`config.mk`:
```
export PLATFORM = sky130hd
export DESIGN_NAME = qspi_cchan_req_exec_flat
export DESIGN_NICKNAME = d
export VERILOG_FILES = /design/src/rtl/qspi_cchan_req_exec_if.sv /design/src/rtl/qspi_cchan_req_exec.sv /design/src/flat_wrapper.sv
export SDC_FILE = /design/constraint.sdc
export NUM_CORES = 1
export LEC_CHECK = 0
export CORE_MARGIN = 5
export CORE_UTILIZATION = 48
export CTS_CLUSTER_DIAMETER = 60
export DETAILED_ROUTE_END_ITERATION = 8
export PLACE_DENSITY = 0.76
export SYNTH_ARGS = -nofsm -noshare
export SYNTH_HDL_FRONTEND = slang
export SYNTH_SLANG_ARGS = --single-unit
```
`constraint.sdc`:
```
create_clock -name clock -period 2.5 [get_ports clock]
set_input_delay 0.5 -clock clock [delete_from_list [all_inputs] [get_ports clock]]
set_output_delay 0.5 -clock clock [all_outputs]
set_load 0.1 [all_outputs]
```
`src/rtl/qspi_cchan_req_exec_if.sv`:
```
// Command-channel request/response bundle between the cchan instruction
// generator (master) and the x1 SPI frame executor (slave).
interface qspi_cchan_req_exec_if;
    logic        req_valid;
    logic        req_ready;
    logic [7:0]  req_inst;
    logic [23:0] req_addr;
    logic [7:0]  req_data_size;
    logic [7:0]  req_data_burstlen;
    logic [31:0] wdata;
    logic        resp_valid;
    logic [31:0] resp_rdata;

    modport master (
        output req_valid, req_inst, req_addr, req_data_size, req_data_burstlen, wdata,
        input  req_ready, resp_valid, resp_rdata
    );

    modport slave (
        input  req_valid, req_inst, req_addr, req_data_size, req_data_burstlen, wdata,
        output req_ready, resp_valid, resp_rdata
    );
endinterface

```
`src/rtl/qspi_cchan_req_exec.sv`:
```
// Executes one cchan request as a single x1 SPI mode-0 frame (inst, optional address, data).
// Optional feature QSPI_CCHAN_BUSY_POLL_EN: erase/WRSR requests poll RDSR until WIP clears.
module qspi_cchan_req_exec #(
    parameter int         CLK_DIV    = 0,
    parameter int         CSH_CYCLES = 4,
    parameter logic [7:0] INST_SER   = 8'h20,
    parameter logic [7:0] INST_BER32 = 8'h52,
    parameter logic [7:0] INST_BER64 = 8'hD8,
    parameter logic [7:0] INST_CER   = 8'h60,
    parameter logic [7:0] INST_RDSR  = 8'h05,
    parameter logic [7:0] INST_RDFR  = 8'h48,
    parameter logic [7:0] INST_WRSR  = 8'h01
) (
    input  logic                         clock,
    input  logic                         rst_n,
    qspi_cchan_req_exec_if.slave         io_cchan,
    output logic                         io_qspi_sck,
    output logic                         io_qspi_cs_n,
    output logic                         io_qspi_dq0_o,
    output logic                         io_qspi_dq0_oe,
    input  logic                         io_qspi_dq1_i,
    output logic                         io_busy
);

    localparam int            HW       = (CLK_DIV > 0) ? $clog2(CLK_DIV + 1) : 1;
    localparam logic [HW-1:0] HC_MAX   = HW'(CLK_DIV);
    localparam logic [7:0]    CSH_LAST = 8'(CSH_CYCLES - 1);

`ifdef QSPI_CCHAN_BUSY_POLL_EN
    typedef enum logic [2:0] {
        IDLE, CS_SETUP, INST, ADDR, DATA, CS_HOLD, CS_IDLE, POLL
    } state_t;
`else
    typedef enum logic [2:0] {
        IDLE, CS_SETUP, INST, ADDR, DATA, CS_HOLD, CS_IDLE
    } state_t;
`endif

    state_t        state, state_n;
    logic [HW-1:0] hc;
    logic          ph;
    logic [11:0]   bit_cnt;
    logic [11:0]   last_idx;
    logic [7:0]    inst_q;
    logic [23:0]   addr_q;
    logic [7:0]    blen_q;
    logic [31:0]   wdata_q;
    logic [31:0]   rx_sr;
    logic          has_addr;
    logic          is_read;
    logic [7:0]    csh_cnt;
    logic          resp_valid_q;
    logic [31:0]   resp_rdata_q;
    logic          half_end;
    logic          bit_end;
    logic          last_bit;
    logic          csh_done;
    logic          unused_data_size;

`ifdef QSPI_CCHAN_BUSY_POLL_EN
    logic poll_pend;
    logic in_poll;
    logic withhold;
    // The command frame itself and every poll with WIP still set stay silent.
    assign withhold = poll_pend & (~in_poll | rx_sr[0]);
`endif

    assign half_end = (hc == HC_MAX);
    assign bit_end  = half_end & ph;
    assign csh_done = (csh_cnt == CSH_LAST);
    assign last_idx = (state == INST) ? 12'd7 :
                      (state == ADDR) ? 12'd23 :
                      ({1'b0, blen_q, 3'b000} - 12'd1);
    assign last_bit = (bit_cnt == last_idx);

    assign io_cchan.req_ready  = (state == IDLE);
    assign io_cchan.resp_valid = resp_valid_q;
    assign io_cchan.resp_rdata = resp_rdata_q;
    assign io_busy             = (state != IDLE);
    assign io_qspi_sck         = ph;
    assign unused_data_size    = ^io_cchan.req_data_size;

    always_comb begin
        state_n        = state;
        io_qspi_cs_n   = 1'b0;
        io_qspi_dq0_o  = 1'b0;
        io_qspi_dq0_oe = 1'b0;
        case (state)
            IDLE: begin
                io_qspi_cs_n = 1'b1;
                if (io_cchan.req_valid) state_n = CS_SETUP;
            end
            CS_SETUP: begin
                if (half_end) state_n = INST;
            end
            INST: begin
                io_qspi_dq0_o  = inst_q[3'd7 - bit_cnt[2:0]];
                io_qspi_dq0_oe = 1'b1;
                if (bit_end && last_bit) begin
                    if (has_addr)          state_n = ADDR;
                    else if (blen_q != '0) state_n = DATA;
                    else                   state_n = CS_HOLD;
                end
            end
            ADDR: begin
                io_qspi_dq0_o  = addr_q[5'd23 - bit_cnt[4:0]];
                io_qspi_dq0_oe = 1'b1;
                if (bit_end && last_bit) state_n = (blen_q != '0) ? DATA : CS_HOLD;
            end
            DATA: begin
                // Write bytes wrap through the 32-bit word every four bytes.
                io_qspi_dq0_o  = ~is_read & wdata_q[5'd31 - bit_cnt[4:0]];
                io_qspi_dq0_oe = ~is_read;
                if (bit_end && last_bit) state_n = CS_HOLD;
            end
            CS_HOLD: begin
                if (half_end) state_n = CS_IDLE;
            end
            CS_IDLE: begin
                io_qspi_cs_n = 1'b1;
`ifdef QSPI_CCHAN_BUSY_POLL_EN
                if (csh_done) state_n = poll_pend ? POLL : IDLE;
`else
                if (csh_done) state_n = IDLE;
`endif
            end
`ifdef QSPI_CCHAN_BUSY_POLL_EN
            POLL: begin
                io_qspi_cs_n = 1'b1;
                state_n      = CS_SETUP;
            end
`endif
            default: state_n = IDLE;
        endcase
    end

    always_ff @(posedge clock) begin
        if (!rst_n) begin
            state        <= IDLE;
            hc           <= '0;
            ph           <= 1'b0;
            bit_cnt      <= '0;
            inst_q       <= '0;
            addr_q       <= '0;
            blen_q       <= '0;
            wdata_q      <= '0;
            rx_sr        <= '0;
            has_addr     <= 1'b0;
            is_read      <= 1'b0;
            csh_cnt      <= '0;
            resp_valid_q <= 1'b0;
            resp_rdata_q <= '0;
`ifdef QSPI_CCHAN_BUSY_POLL_EN
            poll_pend    <= 1'b0;
            in_poll      <= 1'b0;
`endif
        end else begin
            state        <= state_n;
            resp_valid_q <= 1'b0;
            if (state inside {CS_SETUP, INST, ADDR, DATA, CS_HOLD})
                hc <= half_end ? '0 : hc + HW'(1);
            else
                hc <= '0;

            case (state)
                IDLE: begin
                    if (io_cchan.req_valid) begin
                        inst_q   <= io_cchan.req_inst;
                        addr_q   <= io_cchan.req_addr;
                        blen_q   <= io_cchan.req_data_burstlen;
                        wdata_q  <= io_cchan.wdata;
                        rx_sr    <= '0;
                        bit_cnt  <= '0;
                        ph       <= 1'b0;
                        has_addr <= (io_cchan.req_inst == INST_SER)   ||
                                    (io_cchan.req_inst == INST_BER32) ||
                                    (io_cchan.req_inst == INST_BER64);
                        is_read  <= (io_cchan.req_inst == INST_RDSR)  ||
                                    (io_cchan.req_inst == INST_RDFR);
`ifdef QSPI_CCHAN_BUSY_POLL_EN
                        poll_pend <= (io_cchan.req_inst == INST_SER)   ||
                                     (io_cchan.req_inst == INST_BER32) ||
                                     (io_cchan.req_inst == INST_BER64) ||
                                     (io_cchan.req_inst == INST_CER)   ||
                                     (io_cchan.req_inst == INST_WRSR);
                        in_poll   <= 1'b0;
`endif
                    end
                end
                INST, ADDR, DATA: begin
                    // MISO is captured on the edge that raises sck.
                    if (half_end) begin
                        if (!ph) begin
                            ph <= 1'b1;
                            if (state == DATA && is_read)
                                rx_sr <= {rx_sr[30:0], io_qspi_dq1_i};
                        end else begin
                            ph      <= 1'b0;
                            bit_cnt <= last_bit ? '0 : bit_cnt + 12'd1;
                        end
                    end
                end
                CS_HOLD: begin
                    if (half_end) begin
`ifdef QSPI_CCHAN_BUSY_POLL_EN
                        if (!withhold) begin
                            resp_valid_q <= 1'b1;
                            resp_rdata_q <= is_read ? rx_sr : '0;
                            poll_pend    <= 1'b0;
                            in_poll      <= 1'b0;
                        end
`else
                        resp_valid_q <= 1'b1;
                        resp_rdata_q <= is_read ? rx_sr : '0;
`endif
                    end
                end
                CS_IDLE: begin
                    csh_cnt <= csh_done ? '0 : csh_cnt + 8'd1;
                end
`ifdef QSPI_CCHAN_BUSY_POLL_EN
                POLL: begin
                    inst_q   <= INST_RDSR;
                    has_addr <= 1'b0;
                    is_read  <= 1'b1;
                    blen_q   <= 8'd1;
                    rx_sr    <= '0;
                    bit_cnt  <= '0;
                    in_poll  <= 1'b1;
                end
`endif
                default: ;
            endcase
        end
    end

endmodule
```
`src/flat_wrapper.sv`:
```
// flat-port wrapper written by rule: the top's interface ports become plain ports
module qspi_cchan_req_exec_flat 
#(
    parameter int         CLK_DIV    = 0,
    parameter int         CSH_CYCLES = 4,
    parameter logic [7:0] INST_SER   = 8'h20,
    parameter logic [7:0] INST_BER32 = 8'h52,
    parameter logic [7:0] INST_BER64 = 8'hD8,
    parameter logic [7:0] INST_CER   = 8'h60,
    parameter logic [7:0] INST_RDSR  = 8'h05,
    parameter logic [7:0] INST_RDFR  = 8'h48,
    parameter logic [7:0] INST_WRSR  = 8'h01
)
  (clock, rst_n, io_qspi_sck, io_qspi_cs_n, io_qspi_dq0_o, io_qspi_dq0_oe, io_qspi_dq1_i, io_busy, io_cchan_req_valid, io_cchan_req_inst, io_cchan_req_addr, io_cchan_req_data_size, io_cchan_req_data_burstlen, io_cchan_wdata, io_cchan_req_ready, io_cchan_resp_valid, io_cchan_resp_rdata);
  qspi_cchan_req_exec_if io_cchan_i ();
  input  logic clock;
  input  logic rst_n;
  output logic io_qspi_sck;
  output logic io_qspi_cs_n;
  output logic io_qspi_dq0_o;
  output logic io_qspi_dq0_oe;
  input  logic io_qspi_dq1_i;
  output logic io_busy;
  input wire logic [$bits(io_cchan_i.req_valid)-1:0] io_cchan_req_valid;
  input wire logic [$bits(io_cchan_i.req_inst)-1:0] io_cchan_req_inst;
  input wire logic [$bits(io_cchan_i.req_addr)-1:0] io_cchan_req_addr;
  input wire logic [$bits(io_cchan_i.req_data_size)-1:0] io_cchan_req_data_size;
  input wire logic [$bits(io_cchan_i.req_data_burstlen)-1:0] io_cchan_req_data_burstlen;
  input wire logic [$bits(io_cchan_i.wdata)-1:0] io_cchan_wdata;
  output wire logic [$bits(io_cchan_i.req_ready)-1:0] io_cchan_req_ready;
  output wire logic [$bits(io_cchan_i.resp_valid)-1:0] io_cchan_resp_valid;
  output wire logic [$bits(io_cchan_i.resp_rdata)-1:0] io_cchan_resp_rdata;
  assign io_cchan_i.req_valid = io_cchan_req_valid;
  assign io_cchan_i.req_inst = io_cchan_req_inst;
  assign io_cchan_i.req_addr = io_cchan_req_addr;
  assign io_cchan_i.req_data_size = io_cchan_req_data_size;
  assign io_cchan_i.req_data_burstlen = io_cchan_req_data_burstlen;
  assign io_cchan_i.wdata = io_cchan_wdata;
  assign io_cchan_req_ready = io_cchan_i.req_ready;
  assign io_cchan_resp_valid = io_cchan_i.resp_valid;
  assign io_cchan_resp_rdata = io_cchan_i.resp_rdata;
  qspi_cchan_req_exec #(.CLK_DIV(CLK_DIV), .CSH_CYCLES(CSH_CYCLES), .INST_SER(INST_SER), .INST_BER32(INST_BER32), .INST_BER64(INST_BER64), .INST_CER(INST_CER), .INST_RDSR(INST_RDSR), .INST_RDFR(INST_RDFR), .INST_WRSR(INST_WRSR)) u_core (.clock(clock), .rst_n(rst_n), .io_cchan(io_cchan_i), .io_qspi_sck(io_qspi_sck), .io_qspi_cs_n(io_qspi_cs_n), .io_qspi_dq0_o(io_qspi_dq0_o), .io_qspi_dq0_oe(io_qspi_dq0_oe), .io_qspi_dq1_i(io_qspi_dq1_i), .io_busy(io_busy));
endmodule
```
==> flow_results.org <==
** Status
- Run status :: complete, but fails checks
- Failing checks :: negative setup slack

** Synth
- Of all flip-flops after synthesis, the portion carrying an async set or reset was 0.
- Post-synth EDFFs :: 0
- Of the post-synthesis cell area, the dominant cell type holds 0.453.
- For this run, the register share of the synthesized area comes to 0.453.
- Of all cell types, the one taking the most synthesized area is sky130_fd_sc_hd__dfxtp_1.
- Synthesized net count :: 901
- Cell area after synthesis :: 7250 sq um
- Top area cells in the synthesized netlist :: sky130_fd_sc_hd__dfxtp_1 (45%), sky130_fd_sc_hd__a21boi_0 (11%), sky130_fd_sc_hd__nand2_1 (10%)
- The synthesized design contains roughly 160 register bits.
- Ys flop type :: sky130_fd_sc_hd__dfxtp_1
- Number of distinct library cell variants in the gate-level netlist after synthesis :: 58
- Averaged over all synthesized cells, the footprint is a little under 9 sq um.
- Synth Warn # :: 0
- Counting every instance in the synthesized netlist gives 813.

** Setup path
- Crit path depth :: 7
- Of all nets on the critical path, the largest fanout is 5.
- At the worst endpoint, the arrival time is 2.47 ns.
- Critical Path Max Stage Delay :: 0.50 ns
- Required time at the endpoint of the critical path :: 2.00 ns
- The number of buffers and inverters on the critical path is 3.
- Crit end category :: output port
- Setup Crit Path Kind :: reg -> out
- The kind of cell with the highest combined delay along the critical path is multiplexers.
- The worst setup path is launched from a register.
- Most used cell, CP :: sky130_fd_sc_hd__mux4_2
- The slowest stage of the critical path belongs to the cell sky130_fd_sc_hd__mux4_2.
- For the worst flop-to-flop path, the logic depth is 9.
- The signal on the critical path passes through buf_6, mux4_2, mux4_2, mux2i_1, buf_4, o32ai_4, buf_12.

** STA
- In the final timing run, aggregate negative setup slack is -0.468 ns.
- Fin crit period :: approximately 3.0 ns
- At the pin with the least slew margin, the transition time is slightly above 0.6 ns.
- Setup violation total in the final timing report :: 1
- Final critical-path share of the clock period :: 1.19
- The final hold violation count was 0.
- Maximum clock skew at final layout :: about 0.011 ns
- Max Transition Viols Final :: 0
- Setup repair after global routing could not meet its margin everywhere.
- Worst setup margin :: -0.468 ns
- Hold timing on the final database bottoms out at a slack of 0.410 ns.
- The worst pin sits at a relative slew slack of 0.584.
- Max Clk Rate :: roughly 0.34 GHz

** Route
- The first routing iteration left approximately 370 violations.
- Final routed DRC violation total :: 0
- Uppermost signal routing layer after detailed routing :: met4
- After detailed routing, the wire length on met1 is 7850 um.
- Number of iterations in the first detailed-routing pass :: 4
- Detailed-route wire length :: between 15000 and 20000 um
- Detailed-routed wire length on met3 :: ~910 um
- The detail route stage leaves a number of antenna-violating nets equal to 0.
- Number of vias after detailed routing :: between 6000 and 7000
- Dividing the detail-routed wire length by the instance count gives approximately 15 um.
- Met2 Wirelength :: 7940 um
- Average vias per placed instance :: 5.45

** Final layout
- Area of all placed cells without fillers :: around 9500 sq um
- Of the cells placed in the final design, the portion with a size suffix greater than 1 is 0.184.
- Relative to the synthesized area, the layout overhead comes to 30.9%.
- Leaving out fill and tap cells, the most frequent cell in the layout is sky130_fd_sc_hd__nand2_1.
- # diodes :: 0
- Post-layout utilization of the core :: 0.632
- Final net count :: approximately 1000
- In the layout the commonest cells are sky130_fd_sc_hd__nand2_1 (199), sky130_fd_sc_hd__dfxtp_1 (160), sky130_fd_sc_hd__a21boi_0 (107).

** Die
- The floorplan has 45 rows.
- From left edge to right edge, the die measures about 130 um.
- The floorplan step defined a core boundary enclosing between 15000 and 20000 sq um.
- For this configuration, the core starts out at a cell density of 0.483.
- Total Die Area :: about 18000 sq um
- For this design the top-level I/O count stands at roughly 120.
- In this run the vertical extent of the chip is 133 um.

** GRT
- GRT Total Usage :: 0.193
- First-pass GRT wire length :: between 20000 and 30000 um
- Entering global routing, the biggest net connects between 70 and 80 pins.
- Total congestion overflow after global routing :: 0
- The number of global-route vias before repair came to 5918.
- Initial antenna violation count :: 0

** Job
- Number of maximum-capacitance constraint violations :: 0

** Power
- Ratio of total power to cell area :: between 800 and 900 nW/um^2
- Static power due to leakage :: between 3 and 4 nW
- Worst IR Drop VDD :: approximately 0.59 mV

** Clock tree
- TritonCTS sink count :: about 160
- Clock latency of the later-clocked register in the worst-skew pair :: between 0.4 and 0.5 ns
- Clock slew seen by the registers of the worst setup and hold paths :: roughly 0.070 ns
- In this run the number of H-tree levels came out at 4.
- In this run, CTS created clock tree buffers numbering 17.
- TritonCTS built the clock tree.
- Root buffer cell :: sky130_fd_sc_hd__clkbuf_16
- CTS hold repair buffers :: 0
- No sink is reached through more buffers than the 2 on the longest clock path.

** Worst hold path
- Kind of path behind the tightest hold check :: in -> reg
- The worst hold path was traced through 2 stages.

** Placed design
- Weighted congestion reported at the end of routability-driven placement :: roughly 0.82
- Post-placement worst setup slack :: -0.244 ns
- Area after detailed placement :: slightly below 9000 sq um
- I/O Buffers :: 114
- Detailed placement HPWL :: 11600 um
==> area by class of cell <==
| cell class | count | area, sq um |
|---|---|---|
| inverters | 6 | 22.5 |
| well taps | 188 | 235 |
| multi-input cells | 582 | 3830 |
| repair buffers | 166 | 1520 |
| clock inverters | 15 | 180 |
| clock buffers | 17 | 425 |
| fillers | 1222 | 5530 |
| flip-flops and latches | 164 | 3290 |
==> worst register-to-register path, stage by stage, from the launching register on <==
cell,delay [ns]
sky130_fd_sc_hd__dfxtp_2,0.32
sky130_fd_sc_hd__buf_6,0.12
sky130_fd_sc_hd__or3_4,0.38
sky130_fd_sc_hd__or4_4,0.49
sky130_fd_sc_hd__a21o_1,0.23
sky130_fd_sc_hd__nand4_4,0.09
sky130_fd_sc_hd__nor4_4,0.05
sky130_fd_sc_hd__buf_4,0.15
sky130_fd_sc_hd__or4_1,0.39
sky130_fd_sc_hd__a21boi_1,0.14
==> cell usage after synthesis, drive strengths merged, types with 3 or more instances <==
cell and n:
nand4 12, xor2 6, inv 6, nor4 4, a21oi 12, nand2b 3
nor2b 11, a21boi 109, xnor2 8, a22oi 3, nand3 47, or4 9
and2 3, nand2 201, nor3 10, a22o 32, mux4 18, o21ai 13
mux2i 6, nand3b 3, clkbuf 56, ha 4, nor3b 3, a31oi 5
a21o 7, or3 5, nor2 18, buf 5, dfxtp 164, a211oi 4
==> path summary, 6_finish.rpt <==
kind                           start                         end  slack [ns]
setup reg to reg    u_core.blen_q[0]           u_core.bit_cnt[0]        0.06
setup / recovery   u_core.bit_cnt[0]               io_qspi_dq0_o       -0.47
hold / removal                 rst_n  u_core.io_cchan.resp_valid        0.41
hold reg to reg   u_core.wdata_q[18]          u_core.wdata_q[18]        0.46
==> timing repair <==
item | CTS | global route
gates resized for setup | 7 | 14
endpoints found under the setup margin | 2 | 15
buffers inserted | 2 | 1
pin swaps | 4 | 5
==> per-stage QoR <==
step	instances	total power [mW]
3_3_place_gp	1103	5.68
4_1_cts	1137	8.42
6_report	1138	8.45
2_1_floorplan	813	4.77
5_1_grt	1138	8.90
3_5_place_dp	1103	5.72
==> flip-flops by register name, indices dropped and copies added, names as in the netlist <==
register / count
u_core.addr_q: 24
u_core.bit_cnt: 12
u_core.blen_q: 8
u_core.csh_cnt: 8
u_core.has_addr: 1
u_core.hc: 1
u_core.inst_q: 8
u_core.io_cchan.resp_rdata: 32
u_core.io_cchan.resp_valid: 1
u_core.io_qspi_sck: 1
u_core.is_read: 1
u_core.rx_sr: 32
u_core.state: 3
u_core.wdata_q: 32
==> routing by layer <==
metal | up-vias | GRT usage
li1 | 3119 | -
met1 | 2889 | 0.264
met2 | 174 | 0.303
met3 | 24 | 0.0452
met4 | 0 | 0.0635
met5 | - | 0
==> power by group <==
group	switching, mW	total (mW)	internal, mW
Sequential	0.139	2.98	2.84
Clock	1.15	2.67	1.52
Combinational	1.66	2.80	1.14
Total	2.95	8.45	5.50
==> cells by family (layout without fill, tap and decap cells) <==
group / after synthesis / after routing / synth area share
simple gates: 338 / 338 / 0.216
compound gates: 200 / 200 / 0.207
flops: 164 / 164 / 0.453
buf+inv: 67 / 204 / 0.0350
mux: 25 / 25 / 0.0657
xor+xnor: 14 / 14 / 0.0169
fa+ha+maj: 4 / 4 / 0.00690
other cells: 1 / 1 / 0.000517
Power figures use the tool's default switching activity.
